<file path="src/rtl/ram_responder.sv">
// Data-memory responder for the CPU RAM port: synchronous RAM cleared by a post-reset init sweep.
// Define RAM_ACCESS_CNT_EN to add saturating wr_count / rd_count access counters.
module ram_responder #(
  parameter int                ADDR_W     = 6,
  parameter int                DATA_W     = 16,
  parameter int                DEPTH      = 64,
  parameter logic [DATA_W-1:0] INIT_VALUE = '0
) (
  input  logic              clk,
  input  logic              reset,
  input  logic              ram_write,
  input  logic              ram_read,
  input  logic [ADDR_W-1:0] ram_write_addr,
  input  logic [ADDR_W-1:0] ram_read_addr,
  input  logic [DATA_W-1:0] ram_data_out,
  output logic [DATA_W-1:0] ram_data_in,
  output logic              ram_read_valid,
  output logic              ram_busy,
`ifdef RAM_ACCESS_CNT_EN
  output logic              ram_drop_err,
  output logic [15:0]       wr_count,
  output logic [15:0]       rd_count
`else
  output logic              ram_drop_err
`endif
);

  typedef enum logic {INIT, READY} state_t;

  localparam logic [ADDR_W-1:0] LAST_PTR = ADDR_W'(DEPTH - 1);

  state_t            state_q;
  state_t            state_d;
  logic [ADDR_W-1:0] init_ptr;
  logic [DATA_W-1:0] mem [0:DEPTH-1];
  logic              wr_accept;
  logic              rd_accept;

  assign wr_accept = (state_q == READY) && ram_write;
  assign rd_accept = (state_q == READY) && ram_read;
  assign ram_busy  = (state_q == INIT);

  always_ff @(posedge clk) begin
    if (reset) begin
      state_q <= INIT;
    end else begin
      state_q <= state_d;
    end
  end

  always_comb begin
    state_d = state_q;
    if ((state_q == INIT) && (init_ptr == LAST_PTR)) begin
      state_d = READY;
    end
  end

  // init_ptr parks on the last address once the sweep completes; only reset rewinds it
  always_ff @(posedge clk) begin
    if (reset) begin
      init_ptr <= '0;
    end else if ((state_q == INIT) && (init_ptr != LAST_PTR)) begin
      init_ptr <= init_ptr + 1'b1;
    end
  end

  // No reset on the array so it maps onto block RAM; the init sweep does the clearing
  always_ff @(posedge clk) begin
    if (!reset) begin
      if (state_q == INIT) begin
        mem[init_ptr] <= INIT_VALUE;
      end else if (ram_write) begin
        mem[ram_write_addr] <= ram_data_out;
      end
    end
  end

  // Write-first: a same-address write in the read cycle bypasses the array
  always_ff @(posedge clk) begin
    if (reset) begin
      ram_data_in    <= '0;
      ram_read_valid <= 1'b0;
    end else if (rd_accept) begin
      ram_read_valid <= 1'b1;
      if (ram_write && (ram_write_addr == ram_read_addr)) begin
        ram_data_in <= ram_data_out;
      end else begin
        ram_data_in <= mem[ram_read_addr];
      end
    end else begin
      ram_read_valid <= 1'b0;
    end
  end

  always_ff @(posedge clk) begin
    if (reset) begin
      ram_drop_err <= 1'b0;
    end else if ((state_q == INIT) && (ram_write || ram_read)) begin
      ram_drop_err <= 1'b1;
    end
  end

`ifdef RAM_ACCESS_CNT_EN
  // Counters saturate rather than wrap so a long run never reports a small count
  always_ff @(posedge clk) begin
    if (reset) begin
      wr_count <= '0;
      rd_count <= '0;
    end else begin
      if (wr_accept && (wr_count != 16'hFFFF)) begin
        wr_count <= wr_count + 16'd1;
      end
      if (rd_accept && (rd_count != 16'hFFFF)) begin
        rd_count <= rd_count + 16'd1;
      end
    end
  end
`else
  logic unused_accept;
  assign unused_accept = wr_accept;
`endif

endmodule
</file>
<file path="config.mk">
export PLATFORM = sky130hd
export DESIGN_NAME = ram_responder
export DESIGN_NICKNAME = d
export VERILOG_FILES = /design/src/rtl/ram_responder.sv
export SDC_FILE = /design/constraint.sdc
export NUM_CORES = 1
export LEC_CHECK = 0
export CAP_MARGIN = 25
export CORE_ASPECT_RATIO = 0.9
export CORE_UTILIZATION = 45
export DETAILED_ROUTE_END_ITERATION = 6
export GPL_ROUTABILITY_DRIVEN = 0
export PLACE_DENSITY = 0.65
export SLEW_MARGIN = 10
export SYNTH_ARGS = -nofsm -noshare
export SYNTH_HDL_FRONTEND = slang
export SYNTH_SLANG_ARGS = --single-unit
</file>
<file path="constraint.sdc">
create_clock -name clk -period 3.27 [get_ports clk]
set_clock_uncertainty 0.1 [all_clocks]
set_input_delay 0.981 -clock clk [delete_from_list [all_inputs] [get_ports clk]]
set_output_delay 0.981 -clock clk [all_outputs]
set_load 0.005 [all_outputs]
</file>
# Yosys cells after proc, flatten, opt, wreduce, memory -nomap -nowiden
# Memories as Yosys holds them, arrays and structs flattened. A register that Yosys moved wholly into a read port is not among the register bits.
# Index checks and enable logic that the tools add are counted.
[word_totals] word_cells=26 mem_bits_rw=1024 memories=1 output_inout_bits=19 regBits=9
[op_classes] reduce_logical=6 muxes=11 n_bitwise=1 add_sub_neg=1 n_eq_ne=2
[memory_table] name="mem" depth=64 width=16 read_ports=1 rd_clocked_by_memory_dff=1 write_ports=1 line="35" rtl="logic [DATA_W-1:0] mem [0:DEPTH-1];"
[ops] op="two-way mux 16 bit" count=1
[ops] op="OR reduction 16 bit" count=1
[ops] op="two-way mux 1 bit" count=9
[ops] op="adder 6 x 1 -> 6 bit (second input constant)" count=1
[ops] op="== test 6 bit (second input constant)" count=1
[ops] op="two-way mux 6 bit" count=1
[ops] op="!= test 6 bit (second input constant)" count=1
[ops] op="logical AND 1 bit" count=4
[ops] op="logical OR 1 bit" count=1
[ops] op="NOT 1 bit" count=1

# Depth between registers and ports, before layout
[logic_depth] ltp_word=6 mapped_depth=11

# Worst setup path before layout
# OpenSTA, ideal clock, no wires.
[synth_timing] kind="input -> register" startpoint="in ram_write" endpoint="mem mem[13][0], enable pin" n_path_buf=1 path_slack_ns=-0.036 path_stages=7 arrival_ns=2.818 setup_time_ns=0.388 path_cell_list="nand2_1 or2_2 clkbuf_1 or3_1 o21ai_0 nand2_1 nor2_1"
[synth_between] elab_chain_len=6 word_cells_on_any_way=7 cone_classes="mux (6); reduce/logical (1)"
[synth_lines] element="start: declaration" line="11" rtl="input logic ram_write,"
[synth_lines] element="two-way mux 1 bit *" line="72" rtl="end else if (ram_write) begin"
[synth_lines] element="two-way mux 1 bit *" line="70" rtl="if (state_q == INIT) begin"
[synth_lines] element="two-way mux 1 bit *" line="69" rtl="if (!reset) begin"
[synth_lines] element="two-way mux 1 bit (implied by the code) *" line="73" rtl="mem[ram_write_addr] <= ram_data_out;"
[synth_lines] element="OR reduction 16 bit (no source line)"
[synth_lines] element="two-way mux 6 bit (no source line) or two-way mux 1 bit (tied branches)"
[synth_lines] element="end: declaration" line="35"
# Mark *: on every way between the ends. The rest lies on a longest branch, timed or not.

# Worst setup path after layout
[layout_timing] startpoint="in ram_write" endpoint="mem mem[0][4], enable pin"
# Same word-level chain as after synthesis.

==> flow_metrics.tcl <==
set metrics [dict create \
    grt_util_all_layers_pct 22.13 \
    cp.required_ns 3.53 \
    row_count 104 \
    dp_hpwl_um 65910 \
    nets 2301 \
    clock.fmax_mhz 314.1 \
    drc_errors 0 \
    min-delay-path-class "flip-flop to flip-flop" \
    irDropWorstVdd_mv 0.4531 \
    postSynthCellCount 1911 \
    core_area_mm2 0.08953 \
    share_of_cells_above_drive_strength_1_pct 31.72 \
    fin_setup_tns_ns 0 \
    initial_core_utilization_pct 45.54 \
    num_vias 20730 \
    clock_tree_buffer_depth 3 \
    ys.warnings.count 0 \
    post-cts-setup-buffer-count 0 \
    sw_frac_of_total_pct 20.18 \
    postLayoutCellArea_mm2 0.04933 \
    synth_top_cell_by_area "edfxtp_1" \
    port-buffer-count 50 \
    ys_types 48 \
    power-per-cell-area_mw_per_mm2 544.3 \
    final.fill_count 6667 \
    antenna-diode-count 0 \
    grt_start_max_net_pins 54 \
    detail_route.wirelength_um 99800 \
    max_cap_violations 0 \
    antenna_found_initial 1 \
    clockPowerShare_pct 41.5 \
    postSynthRegisterBits 1049 \
    comb_power_share_pct 4.2 \
    finalCriticalPeriod_ns 3.184 \
    net-switching-power_w 0.005419 \
    first_iter_violations 2751 \
    worst_slew_margin_rel_pct 56.02 \
    critPathLaunchType "primary input" \
    syn_to_final_growth_pct 21.01 \
    ioPinCount 51 \
    cts_bufs_inserted 102 \
    worstPathArrival_ns 3.44 \
    detail_route.first_pass.iterations 5 \
    cts_sinks 1049 \
    ant_nets_after_route 0 \
    synth.area.top_cells "edfxtp_1, mux4_2, mux2i_1" \
    p_seq_share_pct 54.3 \
    top_area_cell_type_share_of_the_netlist_area_pct 75.42 \
    synth_area_mm2 0.04077 \
    synth.yosys.seq_area_share_pct 76.65 \
    critical_path_peak_fanout 8 \
    grt_pass1_wl_um 146400 \
    grt_pass1_vias 20990 \
    most_frequent_standard_cell_in_the_layout_excluding_fill_and_tap_cells "edfxtp_1" \
    viasPerCell 5.896 \
    min_period_over_period_pct 97.37 \
    cts.reportedPaths.clkPinSlew_ns 0.06 \
    power.static_leakage_nw 17.63 \
    clockRootBuffer "clkbuf_16" \
    final_cell_mix "edfxtp_1, mux4_2, buf_4, nor2_1, buf_12" \
    final-max-slew-violation-count 0 \
    cp-end-kind "flip-flop" \
    outcome "complete, no violations" \
    worst-setup-path-type "primary input to flip-flop" \
    tightestPinTransition_ns 0.6597 \
    htree_num_levels 3 \
    grt_overflow_total 0 \
    synth_area_per_cell_um2 21.33 \
    rsz0062_at_grt "no" \
    die_area_mm2 0.09181 \
    synth_net_count 1944 \
    power_report.internal_total_w 0.02144 \
    finalHoldViolations 0 \
    detailed_place.area_mm2 0.04618 \
    cts_tree "done" \
    setup-violations-final 0 \
    die-height_um 287.6 \
    detail_route.wl_per_cell_um 28.39 \
    totalPowerFinal_w 0.02685 \
    worst_skew_pair.late_latency_ns 0.69 \
    die_w_um 319.3 \
]
-- cells in the mapped netlist, drive strengths merged --
cell and count:
a211oi 1, a21oi 19, a221oi 15, a22o 1, a22oi 7, a311o 1
a31oi 18, a32oi 12, and2 19, and3 1, and4b 1, buf 58
clkbuf 50, dfxtp 25, edfxtp 1024, ha 1, inv 6, mux2i 89
mux4 272, nand2 79, nand2b 4, nand3 23, nand3b 2, nand4 2
nor2 127, nor2b 2, nor3 2, nor3b 1, nor4 1, o211ai 3
o21a 3, o21ai 9, o221ai 1, o31a 1, o31ai 19, or2 2
or3 4, or4 1, xnor2 4, xor2 1
-- layer usage --
metal  global-route usage (%)  wire length, um
met1                    31.75            41440
met2                    34.23            46990
met3                    4.397             8271
met4                    7.272             3099
met5                        0                0
-- cell type report --
class                   count  area (um^2)  share of cell area [%]
inverters                   6        22.52                 0.04565
flip-flops and latches   1049        31250                   63.35
well taps                1166         1459                   2.957
clock buffers             135         2771                   5.618
repair buffers            361         4413                   8.945
multi-input cells         748         9037                   18.32
clock inverters            50        380.4                  0.7710
-- cell families after synthesis --
family | count (synthesis) | synth area share, %
AOI/OAI and AO/OA | 110 | 1.912
xor gates and xnor gates | 5 | 0.1074
adders and majority gates | 1 | 0.03068
buffers and inverters | 114 | 1.240
DFF | 1049 | 76.65
muxes | 361 | 17.21
and+or+nand+nor | 271 | 2.851
-- path summary, 6_finish.rpt --
| check | to | cells after the start | from | slack, ns |
|---|---|---|---|---|
| min | ram_drop_err$_SDFFE_PP0P_ | 2 | ram_drop_err$_SDFFE_PP0P_ | 0.50 |
| max | mem[0][4]$_DFFE_PP_ | 9 | ram_write | 0.09 |
| min reg2reg | ram_drop_err$_SDFFE_PP0P_ | 2 | ram_drop_err$_SDFFE_PP0P_ | 0.50 |
| max reg2reg | mem[0][4]$_DFFE_PP_ | 8 | state_q$_SDFFE_PP0P_ | 0.55 |
-- through the flow --
stage | cells | hold slack, ns | setup WS (ns) | utilization, %
2_1_floorplan | 1911 | 0.3633 | -0.03610 | -
3_3_place_gp | 3330 | 0.4575 | -0.5239 | 51.58
3_5_place_dp | 3330 | 0.4826 | -0.5368 | 51.58
4_1_cts | 3515 | 0.4912 | 0.1512 | 55.11
5_1_grt | 3515 | 0.5403 | 0.02152 | 55.11
6_report | 3515 | 0.5011 | 0.08603 | 55.11
-- power groups by stage --
stage	sequential [W]	combinational [W]	clock (W)
2_1_floorplan	0.0149	0.000617	0
3_3_place_gp	0.0149	0.00112	0
3_5_place_dp	0.0149	0.00113	0
4_1_cts	0.0146	0.00113	0.0113
5_1_grt	0.0146	0.00119	0.0118
6_report	0.0146	0.00113	0.0111
-- worst max-delay path: stages --
cell             delay [ns]
clkdlybuf4s50_1        0.66
nand2_1                0.17
or2_2                  0.36
or3_1                  0.33
o31ai_1                0.12
nand2_1                0.16
buf_4                  0.21
nor2_1                 0.21
buf_4                  0.24
-- registers in the layout (all words and copies together) (netlist names) --
name,cells
ram_drop_err,1
init_ptr,6
ram_read_valid,1
ram_data_in,16
mem,1024
state_q,1
-- timing repair --
item / 4_1_cts / 5_1_grt
endpoints found under the setup margin: 1 / 0
hold buffers: 0 / 0
endpoints found under the hold margin: 0 / 0
resized for setup: 1 / 0
Note: power is estimated with default switching activity, not from simulation.
